## src/rtl/z80_wait_ctrl.sv

```systemverilog
// Z80 wait-state sequencer: detects each CPU memory/I/O cycle and holds
// WAIT_n low for a per-region number of CPU T-states.
//
// Ports:
//   clk            24 MHz master clock
//   reset_n        asynchronous active-low reset
//   cpu_clk_fall   one-clk strobe on each CPU clock falling edge
//   clk_bypass     CPU runs undivided; suppresses all waits
//   mreq_n, iorq_n, m1_n, rfsh_n   raw Z80 bus controls
//   slow_sel       current window is slow ROM/RAM2
//   uart_sel       I/O port decode hit on the 16550
//   cfg_*_waits    wait counts for slow mem, fast mem, 16550 I/O
//   stat_clr       synchronous clear of stat_waits
//   wait_n         registered Z80 WAIT output
//   busy           a bus cycle is being tracked
//   stat_waits     saturating count of inserted wait states
module z80_wait_ctrl #(
    parameter int CNT_W  = 3,
    parameter int STAT_W = 16
) (
    input  logic              clk,
    input  logic              reset_n,
    input  logic              cpu_clk_fall,
    input  logic              clk_bypass,
    input  logic              mreq_n,
    input  logic              iorq_n,
    input  logic              m1_n,
    input  logic              rfsh_n,
    input  logic              slow_sel,
    input  logic              uart_sel,
    input  logic [CNT_W-1:0]  cfg_slow_waits,
    input  logic [CNT_W-1:0]  cfg_fast_waits,
    input  logic [CNT_W-1:0]  cfg_io_waits,
    input  logic              stat_clr,
    output logic              wait_n,
    output logic              busy,
    output logic [STAT_W-1:0] stat_waits
);

    typedef enum logic [1:0] {
        IDLE = 2'd0,
        WAIT = 2'd1,
        HOLD = 2'd2
    } state_t;

    state_t           state_q;
    state_t           state_nx;
    logic [CNT_W-1:0] cnt_q;
    logic [CNT_W-1:0] cnt_nx;
    logic             wait_nx;
    logic             inc;

    logic mreq_r;
    logic iorq_r;
    logic m1_r;
    logic rfsh_r;
    logic cyc_d;

    logic             cyc_n;
    logic             refresh;
    logic             start;
    logic [CNT_W-1:0] n_sel;

    // Interrupt acknowledge (iorq low with m1 low) is masked here because
    // ~m1_n forces the I/O term high while mreq_n stays high.
    assign cyc_n   = mreq_r & (iorq_r | ~m1_r);
    assign refresh = ~mreq_r & ~rfsh_r;
    assign start   = (state_q == IDLE) & cyc_d & ~cyc_n & ~refresh;
    assign busy    = (state_q != IDLE);

    always_comb begin
        n_sel = '0;
        if (!clk_bypass) begin
            if (!mreq_r)
                n_sel = slow_sel ? cfg_slow_waits : cfg_fast_waits;
            else if (uart_sel)
                n_sel = cfg_io_waits;
        end
    end

    always_ff @(posedge clk or negedge reset_n) begin
        if (!reset_n) begin
            mreq_r <= 1'b1;
            iorq_r <= 1'b1;
            m1_r   <= 1'b1;
            rfsh_r <= 1'b1;
            cyc_d  <= 1'b1;
        end else begin
            mreq_r <= mreq_n;
            iorq_r <= iorq_n;
            m1_r   <= m1_n;
            rfsh_r <= rfsh_n;
            cyc_d  <= cyc_n;
        end
    end

    always_comb begin
        state_nx = state_q;
        cnt_nx   = cnt_q;
        wait_nx  = wait_n;
        inc      = 1'b0;
        unique case (state_q)
            IDLE: begin
                wait_nx = 1'b1;
                if (start) begin
                    if (n_sel != '0) begin
                        cnt_nx   = n_sel;
                        wait_nx  = 1'b0;
                        state_nx = WAIT;
                    end else begin
                        state_nx = HOLD;
                    end
                end
            end
            WAIT: begin
                if (cyc_n) begin
                    // bus cycle aborted while stretched
                    wait_nx  = 1'b1;
                    cnt_nx   = '0;
                    state_nx = IDLE;
                end else if (cnt_q == '0) begin
                    wait_nx  = 1'b1;
                    state_nx = HOLD;
                end else if (cpu_clk_fall) begin
                    cnt_nx = cnt_q - CNT_W'(1);
                    inc    = 1'b1;
                end
            end
            HOLD: begin
                wait_nx = 1'b1;
                if (cyc_n)
                    state_nx = IDLE;
            end
            default: begin
                wait_nx  = 1'b1;
                cnt_nx   = '0;
                state_nx = IDLE;
            end
        endcase
    end

    always_ff @(posedge clk or negedge reset_n) begin
        if (!reset_n) begin
            state_q <= IDLE;
            cnt_q   <= '0;
            wait_n  <= 1'b1;
        end else begin
            state_q <= state_nx;
            cnt_q   <= cnt_nx;
            wait_n  <= wait_nx;
        end
    end

    always_ff @(posedge clk or negedge reset_n) begin
        if (!reset_n)
            stat_waits <= '0;
        else if (stat_clr)
            stat_waits <= '0;
        else if (inc && !(&stat_waits))
            stat_waits <= stat_waits + STAT_W'(1);
    end

endmodule

```

## config.mk

```make
export PLATFORM = sky130hd
export DESIGN_NAME = z80_wait_ctrl
export DESIGN_NICKNAME = d
export VERILOG_FILES = /design/src/rtl/z80_wait_ctrl.sv
export SDC_FILE = /design/constraint.sdc
export NUM_CORES = 1
export LEC_CHECK = 0
export CORE_MARGIN = 3
export CORE_UTILIZATION = 52
export CTS_CLUSTER_SIZE = 24
export DETAILED_ROUTE_END_ITERATION = 6
export HOLD_SLACK_MARGIN = 0.15
export MAX_ROUTING_LAYER = met4
export PLACE_DENSITY = 0.83
export REMOVE_ABC_BUFFERS = 1
export SETUP_SLACK_MARGIN = 0.02
export SLEW_MARGIN = 25
export SYNTH_ARGS = -nofsm -noshare
export SYNTH_HDL_FRONTEND = slang
export SYNTH_SLANG_ARGS = --single-unit
```

## constraint.sdc

```tcl
create_clock -name clk -period 2.5 [get_ports clk]
set_input_delay 0.5 -clock clk [delete_from_list [all_inputs] [get_ports clk]]
set_output_delay 0.5 -clock clk [all_outputs]
set_load 0.01 [all_outputs]
```

======== Yosys cells after proc, flatten, opt, wreduce, memory -nomap -nowiden ========
Index checks and enable logic that the tools add are counted.
word-level totals
  register bits ........................... 27
  bits of input ports ..................... 20
  word-level logic and storage cells ...... 68
cells by class
  $add $sub $neg .......................... 2
  eq/ne operators ......................... 8
  multiplexer cells ....................... 27
  bitwise gates (word level) .............. 12
  reduce and logical (&&, ||, !) cells .... 10
operators by type and width
  operator                                                number
  2-to-1 mux 16 bit                                       2
  2-to-1 mux 3 bit                                        9
  adder 16 x 1 -> 16 bit (second input constant)          1
  AND reduction 16 bit                                    1
  2-to-1 mux 2 bit                                        5
  inequality test 3 bit (second input constant)           3
  case mux 3 bit (3 select lines)                         1
  2-to-1 mux 1 bit                                        8
  inverter 1 bit                                          6
  case mux 2 bit (3 select lines)                         1
  bitwise AND 1 bit                                       5
  AND reduction 5 bit                                     1
  inequality test 2 bit (second input constant)           2
  nonzero test 2 bit                                      2
  zero test 3 bit                                         1
  AND reduction 3 bit                                     1
  nonzero test 3 bit                                      1
  subtractor 3 x 1 -> 3 bit (second input constant)       1
  == test 2 x 1 -> 1 bit (second input constant)          1
  == test 2 bit (second input constant)                   1
  zero test 2 bit                                         1
  inequality test 2 x 1 -> 1 bit (second input constant)  1
  case mux 1 bit (2 select lines)                         1
  logical AND 1 bit                                       1
  other kinds (2)                                         2

======== Logic depth before layout (Yosys ltp) ========
Gate-level depths: netlist of run 1.
  word-level depth ........................ 8
  mapped depth ............................ 7
  depth with buffers taken out ............ 7

======== Least setup slack after synthesis of run 1 ========
No wires, ideal clock.
  path type ............................... register to register
  start ................................... register cnt_q[0]
  end ..................................... register stat_waits[15]
  arrival time ............................ 1.640 ns
  required time ........................... 2.422 ns
  slack ................................... 0.782 ns
  cell stages (with the launch flop) ...... 8
  path buffers ............................ 0
  clock period less this slack ............ 1.718 ns
  cells stage by stage .................... dfrtp_1 > inv_1 > ha_1 > nand2b_1 > o2111a_1 > nand4b_1 > or3_1 > a21oi_1
on the way
  cells in the longest elaborated chain, start to end .. 6
ends and longest elaborated chain
  what                          RTL line  RTL
  from (decl)                   48        logic [CNT_W-1:0] cnt_q;
  from (signal assigned)        149       cnt_q <= cnt_nx;
  zero test 3 bit               121       end else if (cnt_q == '0) begin
  2-to-1 mux 1 bit              121
  2-to-1 mux 1 bit              116       if (cyc_n) begin
  2-to-1 mux 1 bit              102       unique case (state_q)
  logical AND 1 bit             159       else if (inc && !(&stat_waits))
  nonzero test 2 bit (no line)  -
  to (signal assigned)          160       stat_waits <= stat_waits + STAT_W'(1);
  to (decl)                     37        output logic [STAT_W-1:0] stat_waits
No other way between the ends.
A chain may end at the register's enable or synchronous reset.

======== Final worst setup path of run 1 ========
  start ................................... register state_q[0]
  end ..................................... output port busy
on the way
  cells in the longest elaborated chain, start to end .. 1
ends and longest elaborated chain
  what                    RTL line  RTL
  from (decl)             46        state_t state_q;
  from (signal assigned)  148       state_q <= state_nx;
  nonzero test 2 bit      69        assign busy = (state_q != IDLE);
  to (decl)               36        output logic busy,
No other way between the ends.

==> results of run 1 <==
[report_power, final]
| part | total, mW | switching [mW] | leakage, nW | internal [mW] |
|---|---|---|---|---|
| combinational | 0.235 | 0.129 | 0.418 | 0.106 |
| sequential | 0.495 | 0.0216 | 0.352 | 0.474 |
| clock | 0.182 | 0.120 | 0.0150 | 0.0624 |
| total | 0.913 | 0.271 | 0.785 | 0.642 |
[state kept, by name, indices dropped and copies added, names as in the netlist]
| name | flops |
|---|---|
| cnt_q | 3 |
| wait_n | 1 |
| cyc_d | 1 |
| iorq_r | 1 |
| state_q | 2 |
| rfsh_r | 1 |
| m1_r | 1 |
| mreq_r | 1 |
| stat_waits | 16 |
[logic make-up after synthesis]
logic type | Yosys count | synth area share (%)
muxes | 6 | 4.04
AOI/OAI and AO/OA | 31 | 14.2
adders and majority gates | 3 | 2.48
buffers and inverters | 12 | 3.96
DFF | 27 | 45.0
xor gates and xnor gates | 11 | 6.35
and+or+nand+nor | 67 | 23.9
[per-layer routing]
| metal | vias to the layer above | share of wire [%] |
|---|---|---|
| met5 | - | 0 |
| met1 | 620 | 45 |
| met2 | 41 | 47 |
| li1 | 650 | - |
| met4 | 0 | 0.99 |
| met3 | 4 | 7.2 |
[cell usage after synthesis, types with 2 or more instances]
| master | count |
|---|---|
| sky130_fd_sc_hd__xnor2_1 | 6 |
| sky130_fd_sc_hd__dfstp_2 | 6 |
| sky130_fd_sc_hd__ha_1 | 3 |
| sky130_fd_sc_hd__inv_1 | 6 |
| sky130_fd_sc_hd__nand2_1 | 7 |
| sky130_fd_sc_hd__nand4_1 | 4 |
| sky130_fd_sc_hd__nor3_1 | 3 |
| sky130_fd_sc_hd__nor4_1 | 5 |
| sky130_fd_sc_hd__mux2i_1 | 5 |
| sky130_fd_sc_hd__buf_6 | 2 |
| sky130_fd_sc_hd__and4_1 | 2 |
| sky130_fd_sc_hd__a21oi_1 | 6 |
| sky130_fd_sc_hd__nand3_1 | 10 |
| sky130_fd_sc_hd__a31oi_1 | 4 |
| sky130_fd_sc_hd__nor2b_1 | 3 |
| sky130_fd_sc_hd__a211oi_1 | 2 |
| sky130_fd_sc_hd__o21ai_0 | 8 |
| sky130_fd_sc_hd__and4_4 | 2 |
| sky130_fd_sc_hd__clkbuf_1 | 3 |
| sky130_fd_sc_hd__or3_1 | 3 |
| sky130_fd_sc_hd__dfrtp_1 | 21 |
| sky130_fd_sc_hd__xor2_1 | 5 |
| sky130_fd_sc_hd__nor2_1 | 20 |
[metrics by stage]
stage	cells	util (%)	setup slack, ps	power [mW]	cell area, um2
6_report	224	73.8	406	0.913	1930
5_1_grt	224	73.8	247	0.976	1930
4_1_cts	224	73.8	380	0.924	1930
3_5_place_dp	220	72.8	247	0.735	1900
3_3_place_gp	220	72.8	319	0.726	1900
2_1_floorplan	151	-	782	0.636	1480
[layout make-up]
class	count	area, um2
multi-input combinational	118	773
clock buffer	4	26.3
inverter	6	22.5
tap	30	37.5
fill	202	684
timing repair buffer	39	385
sequential	27	683
[worst max-delay path, cell delays in order, from the launching register on]
cell	delay, ps
sky130_fd_sc_hd__dfrtp_1	430
sky130_fd_sc_hd__or2_2	350
sky130_fd_sc_hd__clkdlybuf4s50_1	500
[how the worst max path moves through the flow]
stage	depth (start not counted)	slack [ps]	startpoint	endpoint
detailed placement	6	250	slow_sel	cnt_q[2]
floorplan	7	780	cnt_q[0]	stat_waits[15]
finish	2	410	state_q[0]	busy
CTS	2	380	state_q[0]	busy
global placement	6	320	slow_sel	cnt_q[0]
global route	5	250	m1_r	stat_waits[13]
==> impl.org, run 1 <==
** Status
- Status :: complete, no violations

** Synth
- For this run, asynchronously set or reset flops after synthesis account for 100%.
- Of the post-synthesis cell area, the dominant cell type holds 34.7%.
- Area of the mapped netlist :: 0.00152 mm2
- Sorting the synthesized cells by area gives the leading types as sky130_fd_sc_hd__dfrtp_1 (35%), sky130_fd_sc_hd__dfstp_2 (10%), sky130_fd_sc_hd__nor2_1 (5.0%), sky130_fd_sc_hd__xnor2_1 (3.5%), sky130_fd_sc_hd__mux2i_1 (3.3%).
- Number of flops mapped to enable cells by yosys :: 0
- Synth Warn # :: 0
- Sequential elements use 45.0% of the synthesized area.
- Ys flop type :: sky130_fd_sc_hd__dfrtp_1
- FF+latch count, synth :: 27
- Synthesis produced 157 cells.
- In this run, distinct cell masters in the synthesized netlist total 44.
- Syn_area_per_cell :: between 9 and 10 um2
- Cell type with the highest aggregate area in the netlist :: sky130_fd_sc_hd__dfrtp_1

** Worst setup path
- Data arrives at the worst endpoint at 1590 ps.
- Along the worst path, the maximum fanout reaches 5.
- Type of origin of the critical path :: register
- FF-to-FF path depth :: 5
- The endpoint identified for the worst register-to-register timing path is stat_waits[13].
- The worst setup path is of the register to primary output kind.
- Critical Path End Type :: primary output
- In this run the register-to-register setup slack is 460 ps.
- STA puts the critical path data required time at ~2000 ps.
- The worst register-to-register path begins at m1_r.

** Power
- Largest voltage drop on the vdd net :: around 430 uV
- Power per Cell Area :: ~470 mW/mm2
- For this design the static power due to leakage is 0.785 nW.

** Worst hold path
- Number of cells on the worst hold path :: 2
- Hold Path Sink :: wait_n
- The worst hold path begins at wait_n.
- Worst Hold Class :: register to register

** Timing
- Number of endpoints with negative hold slack in the final report :: 0
- The count of pins over their slew limit was 0.
- Final critical-path share of the clock period :: 83.8%
- Summed over all failing endpoints, the final setup total negative slack is 0 ps.
- Setup violations remaining at the end of the flow were counted as 0.
- RSZ-0062 raised after global routing :: no
- For the final database, setup skew stands at between 10 and 15 ps.
- Worst-margin pin slew :: about 530 ps
- Hold is met by ~510 ps.
- The worst pin sits at a relative slew slack of about 65%.
- Final worst path period need :: 2090 ps
- Maximum clock frequency :: 477 MHz

** Clocking
- H-tree depth :: 1
- TritonCTS built the clock tree.
- Number of gates resized after cts :: 0
- Clock latency on the worst-skew pair, taken at its later pin, is 320 ps.
- Hold_buf cts :: 0
- CTS Sinks :: 27
- CTS placed an instance of sky130_fd_sc_hd__clkbuf_4 at the clock tree root.
- No sink is reached through more buffers than the 2 on the longest clock path.
- The number of clock buffers added by TritonCTS is 3.
- Count of buffers added by post-CTS timing repair for setup :: 0
- CTS clk-pin slew, worst paths :: 140 ps

** Routing
- Routed Antenna Nets :: 0
- In the routed layout, each cell is associated on average with a via count of a little under 6.
- Across all layers, the routed design uses 1,315 vias.
- Initial drt markers :: 46
- The pre-antenna-repair detailed-routing pass consisted of 4 iterations.
- After detailed routing, the average wire length per cell comes to 14.5 um.
- Number of design rule violations left after detail routing :: 0
- After detailed routing, the total wire length is 3.24 mm.

** Global routing
- Met1 global-route usage :: 28.3%
- Entering global routing, the biggest net connects 28 pins.
- Met2 usage :: between 30% and 40%
- The layer flagged by global routing as most heavily used is met2.
- The via count of the first global-routing pass was roughly 1,300.
- Met3 capacity usage during global routing :: 5.40%
- The total overflow left after global routing is 0.
- Global-route wire length before repair :: 5.77 mm
- Global routing used 21.7% of the available tracks across all layers.
- The number of antenna violations at the first check in global routing is 0.

** Finish
- Of the cells placed in the final design, the portion with a size suffix greater than 1 is 9.28%.
- Commonest non-fill, non-tap cell in the layout :: sky130_fd_sc_hd__clkdlybuf4s50_1
- Highest-count cells in the layout ignoring fill and taps :: sky130_fd_sc_hd__clkdlybuf4s50_1 (37), sky130_fd_sc_hd__dfrtp_1 (21), sky130_fd_sc_hd__nor2_1 (20)
- Compared with the post-synthesis result, the final layout area differs by 27.1%.
- Number of diodes :: 0
- Net count of the finished layout :: 218

** Die
- Core region area :: 0.00261 mm2
- The floorplan step set the die height to 60 um.
- Once the floorplan was initialized, standard cells occupied 58.0% of the core.
- The floorplan step defined a die boundary enclosing 0.00360 mm2.
- Die width :: 60 um
- Top-level I/O count :: 38
- Number of placement rows :: 18

** Run
- Across the run, the number of max-cap violations was 0.

** Placement
- Detailed placement ended at an HPWL of approximately 2.5 mm.
- GPL Wtd Cong :: 0.947
- Input and output buffers added on the ports amount to 37.
(Power assumes the default switching activity.)
==> run 2: changes to the inputs <==
Settings changed: CORE_UTILIZATION 52 to 44, PLACE_DENSITY 0.83 to 0.75.
Clock period 2.5 ns to 1.9 ns, I/O delays scaled along.
==> run 2 against run 1 <==
  * Flip-flop and latch count is the same
  * Setup slack got worse by 300 ps
  * Design area grew 10%
  * Sequential share of layout area fell by 3.3 points
  * Via count is 7.2% higher
  * Critical path depth unchanged
  * Sequential power grew 32%
  * Register-to-register slack got worse by 350 ps
  * Cell count is 14% higher
  * Non-clock buffer count up 17
  * Combinational power is 77% higher
==> impl.org, run 2 (same netlist as run 1, synthesis figures left out) <==
** Status
- The flow ran to the end, and the final reports show no timing, DRC or antenna violations.

** Worst hold path
- Worst Hold Class :: primary input to async pin

** Placement
- Half-perimeter wire length after placement :: 2.87 mm (+13%)
- Post-Place Worst Slack :: -223 ps (-470 ps)
- The number of I/O port buffers was 37 (unchanged).
- GPL Wtd Cong :: 0.922 (-2.6%)

** Finish
- Highest-count cells in the layout ignoring fill and taps :: sky130_fd_sc_hd__clkdlybuf4s50_1 (36), sky130_fd_sc_hd__dfrtp_1 (21), sky130_fd_sc_hd__nor2_1 (20)
- The library cell used most frequently in the layout, excluding fill and tap cells, is sky130_fd_sc_hd__clkdlybuf4s50_1.
- The number of antenna cells inserted came to 0 (unchanged).
- Fraction of layout cells with a size suffix above 1 :: 21.8% (+13 points)
- The final core area utilization was 66.9% (-7.0 points).
- The flip-flop count of the largest register, all copies and words added is 16 (unchanged).
- Largest register by flop count :: stat_waits
- Synth-to-Final Area Change :: 40.1%
- The number of nets in the layout is 235 (+7.8%).
- Leading registers by flop count :: stat_waits: 16 flops, cnt_q: 3 flops, state_q: 2 flops

** Worst setup path
- The highest fanout seen on the critical path was 5 (unchanged).
- By startpoint and endpoint, the worst setup path is classified as register to primary output.
- Sequence of cells on the critical path :: or2_2 > dlygate4sd2_1
- Setup slack of the most critical reg-to-reg path :: 110 ps (-350 ps)
- The maximum cell stage delay along the critical path came to 430 ps (-70 ps).
- Critical Path End Type :: primary output
- Type of origin of the critical path :: register
- R2R Path Start :: cnt_q[0]
- The most critical setup path has its startpoint at state_q[0].
- Endpoint required time on the critical path :: 1520 ps (-480 ps)
- The logic depth of the worst register-to-register path came to 8 (+3).
- Cell at the slowest stage of the critical path :: sky130_fd_sc_hd__dfrtp_1
- The endpoint identified for the worst register-to-register timing path is stat_waits[3].
- The arrival time of data at the critical path endpoint was 1420 ps (-170 ps).

** Timing
- Derived from the worst setup path, the maximum achievable clock frequency is approximately 560 MHz.
- The count of final hold-check violations was 0 (unchanged).
- The final setup TNS came to 0 ps (unchanged).
- Post-route setup slack :: 103 ps (-303 ps)
- Final-report max-slew violation count :: 0 (unchanged)
- Final setup vio count :: 0 (unchanged)
- Final worst path period need :: roughly 1800 ps
- Final critical-path share of the clock period :: between 90% and 100%
- Setup repair after global routing could not meet its margin everywhere.
- Worst-margin pin slew :: 471 ps (-58.4 ps)
- Relative slew slack :: 68.6% (+3.9 points)
- Min Hold Slack :: 402 ps (-108 ps)
- Largest clock skew in the final design :: 4.96 ps (-5.35 ps)

** Global routing
- Grt ovf :: 0 (unchanged)
- The via count of the first global-routing pass came to 1,477 (+12%).
- The number of antenna violations at the first check in global routing is 0 (unchanged).
- The pin count of the biggest net entering global routing was 28 (unchanged).
- Global-route wire length before repair :: 6.40 mm (+11%)
- All-layer global routing usage :: 19.4% (-2.3 points)

** Power
- Leakage power summed over all cells :: 0.874 nW (+11%)
- Largest voltage drop on the vdd net :: 284 uV (-33%)
- Power per Cell Area :: 618 mW/mm2 (+30%)
- Total power :: 1.31 mW (+44%)

** Routing
- Number of design rule violations left after detail routing :: 0 (unchanged)
- The mean routed wirelength per cell was 15.5 um (+7.4%).
- The average vias per placed instance came to 5.53 (-5.8%).
- The aggregate routed wire length was 3.96 mm (+22%).
- Initial drt markers :: 94 (+100%)
- Vias after detailed routing :: 1,410 (+7.2%)
- Routed Antenna Nets :: 0 (unchanged)
- Initial DRT Pass Iterations :: 4 (unchanged)

** Run
- The max-capacitance violation count was 0 (unchanged).

** Clocking
- The total clock sinks was 27 (unchanged).
- Hold_buf cts :: 0 (unchanged)
- The number of buffers inserted during clock tree synthesis is 3 (unchanged).
- Root buffer cell :: sky130_fd_sc_hd__clkbuf_4
- Maximum clock path buffer count :: 2 (unchanged)
- H-tree depth :: 1 (unchanged)
- The clock transition at the registers of the reported paths is 140 ps (about the same).
- Later-pin clock latency in the skew report :: 320 ps (about the same)
- CTS tree :: built

** Die
- Number of placement rows :: 20 (+2)
- The area of the placeable core was 0.00318 mm2 (+22%).
- Die footprint :: 0.00419 mm2 (+16%)
- The starting utilization of the core area came to 47.7% (-10 points).
- Y dimension of the die :: 64.7 um (+7.8%)
- The die span in x was 64.7 um (+7.8%).
- The total I/O pin count was 38 (unchanged).
## run 2: changes by cell type in the layout (fill, tap and decap cells not counted), moves of 3 or more
| cell | before | now |
|---|---|---|
| sky130_fd_sc_hd__buf_4 | 2 | 19 |
| sky130_fd_sc_hd__nor4_1 | 5 | 2 |
| sky130_fd_sc_hd__nor4_2 | 1 | 4 |
| sky130_fd_sc_hd__o21ai_0 | 8 | 5 |
| sky130_fd_sc_hd__o21ai_1 | 0 | 3 |
## run 2: worst max-delay path, delay by kind of cell (launching register included)
family                 cells  cell delay, ps
and+or+nand+nor            1             360
buffers and inverters      1             300
DFF                        1             430
## run 2: worst max-delay path by stage
stage / end / slack, ps
after floorplan: stat_waits[15] / 180
after global placement: cnt_q[0] / -160
after detailed placement: cnt_q[0] / -220
after CTS: stat_waits[13] / 50
after global routing: stat_waits[8] / -70
final: busy / 100
## run 2: per-layer routing
metal | track usage [%] | vias to the layer above | wire length, um
met1 | 21.8 | 685 | 1690
met3 | 4.33 | 4 | 208
met2 | 35.2 | 42 | 2040
li1 | - | 679 | -
met5 | - | - | 0
met4 | 4.22 | 0 | 24
## run 2: metrics by stage
stage          instance area, um2  std cells
2_1_floorplan                1480        151
3_3_place_gp                 2010        246
3_5_place_dp                 2010        246
4_1_cts                      2050        251
5_1_grt                      2120        255
6_report                     2120        255
## run 2: what timing repair did
item                                    in CTS  in global routing
pin swaps                                    1                  4
buffers inserted                             1                  4
endpoints found under the setup margin       6                 11
gates resized for setup                      3                 13
hold endpoints to repair                     0                  0
## run 2: cell type report
type                       instances  area (um2)
clock buffer                       4        26.3
tap                               44        55.1
fill                             271        1050
sequential                        27         683
multi-input combinational        118         826
inverter                           6        22.5
timing repair buffer              56         512
## run 2: power by group
part / internal, mW / leakage, nW / switching (mW) / total, mW
Combinational: 0.211 / 0.508 / 0.204 / 0.415
Clock: 0.0823 / 0.0150 / 0.163 / 0.246
Sequential: 0.624 / 0.352 / 0.0280 / 0.652
Total: 0.917 / 0.874 / 0.395 / 1.31
==> run 3: changes to the inputs <==
Clock period 1.9 ns to 1.65 ns, I/O delays scaled along.
==> run 3 against run 2 <==
  * The run now ends with setup timing left
  * Largest cell class unchanged
  * Via count up 15%
  * Clock-buffer cell count is the same
  * First-iteration DRC count shrank 37%
==> impl.org, run 3 (same netlist as run 1, synthesis figures left out) <==
** Status
- The flow ran to the end, but the final reports show violations.
- The checks that failed: setup timing.

** Die
- The starting utilization of the core area came to 47.7% (unchanged).
- The total I/O pin count was 38 (unchanged).
- Die width :: 64.7 um (unchanged)
- Die footprint :: 0.00419 mm2 (unchanged)
- The y dimension of the die is 64.7 um (unchanged).
- The area of the placeable core was 0.00318 mm2 (unchanged).
- The number of core rows was 20 (unchanged).

** Clocking
- The insertion delay of the later-clocked pin in the worst-skew pair is 340 ps (+20 ps).
- The H-tree level count is 1 (unchanged).
- Maximum clock path buffer count :: 2 (unchanged)
- CTS clk-pin slew, worst paths :: 150 ps (about the same)
- CTS placed an instance of sky130_fd_sc_hd__clkbuf_4 at the clock tree root.
- CTS tree :: built
- The number of buffers inserted during clock tree synthesis was 3 (unchanged).
- The total clock sinks was 27 (unchanged).
- Hold_buf cts :: 0 (unchanged)

** Finish
- Fraction of layout cells with a size suffix above 1 :: 38.5% (+17 points)
- Layout filler cell count :: 207 (-24%)
- Area taken by multi-input logic gates :: 953 um2 (+15%)
- Number of flip-flops in the largest register :: 16 (unchanged)
- The total non-filler cell area in the finished layout was 0.00253 mm2 (+19%).
- Commonest non-fill, non-tap cell in the layout :: sky130_fd_sc_hd__buf_4
- Highest-count cells in the layout ignoring fill and taps :: sky130_fd_sc_hd__buf_4 (45), sky130_fd_sc_hd__dfrtp_1 (21), sky130_fd_sc_hd__nor2_1 (18), sky130_fd_sc_hd__clkdlybuf4s50_1 (18), sky130_fd_sc_hd__dlygate4sd2_1 (15)
- Leading registers by flop count :: stat_waits: 16 flops, cnt_q: 3 flops, state_q: 2 flops
- Net count of the finished layout :: 268 (+14%)
- Largest register by flop count :: stat_waits
- Number of diodes :: 0 (unchanged)
- From synthesis to final layout, the design area changed by 66.6%.
- The final core area utilization was 79.5% (+13 points).
- The combined flip-flop and latch cell area is 683 um2 (unchanged).

** Routing
- Top Layer Used :: met4
- Routed Antenna Nets :: 0 (unchanged)
- Mean number of vias per cell :: 5.62 (+1.6%)
- The wire length on met1 came to 1.90 mm (+13%).
- Initial DRT Pass Iterations :: 4 (unchanged)
- The routed length on met3 was 269 um (+29%).
- The aggregate routed wire length is 4.88 mm (+23%).
- Initial drt markers :: 59 (-37%)
- The DRC violation count after routing came to 0 (unchanged).
- The mean routed wirelength per cell was 17.0 um (+9.2%).
- Met2 wire len :: 2.57 mm (+26%)
- Vias after detailed routing :: 1,618 (+15%)

** Worst setup path
- Endpoint required time on the critical path :: 1930 ps (+410 ps)
- Data arrival time of the critical path :: 2110 ps (+690 ps)
- Critical setup path kind :: register to register
- Highest net fanout along the worst path :: 4 (-1)
- The worst setup path is launched from a register.
- Setup slack of the most critical reg-to-reg path :: -180 ps (-290 ps)
- Critical Path End Type :: register

** Power
- Power per Cell Area :: 658 mW/mm2 (+6.6%)
- Leakage power summed over all cells :: 1.17 nW (+34%)
- Largest voltage drop on the vdd net :: 440 uV (+55%)

** Timing
- The transition time at the pin with the least slew margin was 463 ps (-8.59 ps).
- Final setup vio count :: 16 (+16)
- After layout, the minimum clock period comes to 1830 ps.
- Relative slew slack :: 68.9% (+0.32 points)
- The clock skew was 2.49 ps (-2.47 ps).
- Number of endpoints with negative hold slack in the final report :: 0 (unchanged)
- Setup repair after global routing could not meet its margin everywhere.
- Maximum clock frequency :: 547 MHz
- Final critical-path share of the clock period :: 111%
- Post-route setup slack :: -178 ps (-281 ps)
- The count of pins over their slew limit was 0 (unchanged).

** Global routing
- Global-route wire length before repair :: 7.71 mm (+21%)
- Grt ovf :: 0 (unchanged)
- Initial antenna violation count :: 0 (unchanged)
- The via count of the first global-routing pass was 1,678 (+14%).
- All-layer global routing usage :: 24.0% (+4.5 points)
- The pin count of the biggest net entering global routing is 28 (unchanged).

** Placement
- The number of I/O port buffers is 37 (unchanged).
- GPL Wtd Cong :: 0.916 (-0.63%)
- Post-place instance area :: 0.00218 mm2 (+8.6%)
- The half-perimeter wire length after placement came to 3.06 mm (+6.5%).

** Run
- Max-cap viol count :: 0 (unchanged)

** Worst hold path
- Worst Hold Class :: primary input to async pin
## run 3: changes by cell type in the layout (fill, tap and decap cells not counted), sizes merged
| cell | previous run | this run |
|---|---|---|
| dlygate4sd2 | 1 | 15 |
| dlymetal6s2s | 0 | 3 |
| clkdlybuf4s50 | 36 | 18 |
| buf | 19 | 53 |
## run 3: timing repair
action / in CTS / in global routing
gates resized for setup: 47 / 26
setup endpoints to repair: 36 / 25
hold endpoints to repair: 0 / 0
pin swaps: 17 / 19
setup buffers: 9 / 6
## run 3: area by class of cell
cell class,count,area share (%)
multi-input combinational,118,37.7
inverter,6,0.991
sequential,27,27.0
clock buffer,4,1.04
tap,44,2.18
timing repair buffer,89,31.0
## run 3: per-stage QoR
stage	total power, mW	hold slack [ps]	setup TNS (ps)	cells	worst slack (ps)
5_1_grt	1.74	372	-2780	288	-263
2_1_floorplan	0.963	34.4	-199	151	-67.5
3_3_place_gp	1.25	468	-3960	269	-365
4_1_cts	1.62	361	-957	282	-171
6_report	1.66	342	-1430	288	-178
3_5_place_dp	1.25	477	-4810	269	-463
## run 3: worst paths after layout
check                      startpoint              to  depth (start not counted)
max                              m1_r  stat_waits[15]                          6
min                           reset_n  stat_waits[10]                          2
max reg2reg                      m1_r  stat_waits[15]                          6
min reg2reg                    wait_n          wait_n                          2
max in group asynchronous     reset_n           cyc_d                          2
min in group clk               rfsh_n          rfsh_r                          1
## run 3: report_power, final
part | internal [mW] | total (mW) | switching, mW
clock | 0.0952 | 0.300 | 0.205
sequential | 0.718 | 0.750 | 0.0320
combinational | 0.323 | 0.613 | 0.290
## run 3: worst max-delay path: stages, from the launching register on
cell and delay, ps:
sky130_fd_sc_hd__dfstp_2 540, sky130_fd_sc_hd__nor2b_4 150, sky130_fd_sc_hd__buf_6 100, sky130_fd_sc_hd__o2111a_2 260
sky130_fd_sc_hd__nand4b_1 190, sky130_fd_sc_hd__or3_1 410, sky130_fd_sc_hd__a21oi_2 120
## run 3: metal layers
metal	global-route usage (%)	vias up
met2	42.3	66
li1	-	747
met4	9.76	0
met1	26.5	788
met5	-	-
met3	4.68	17
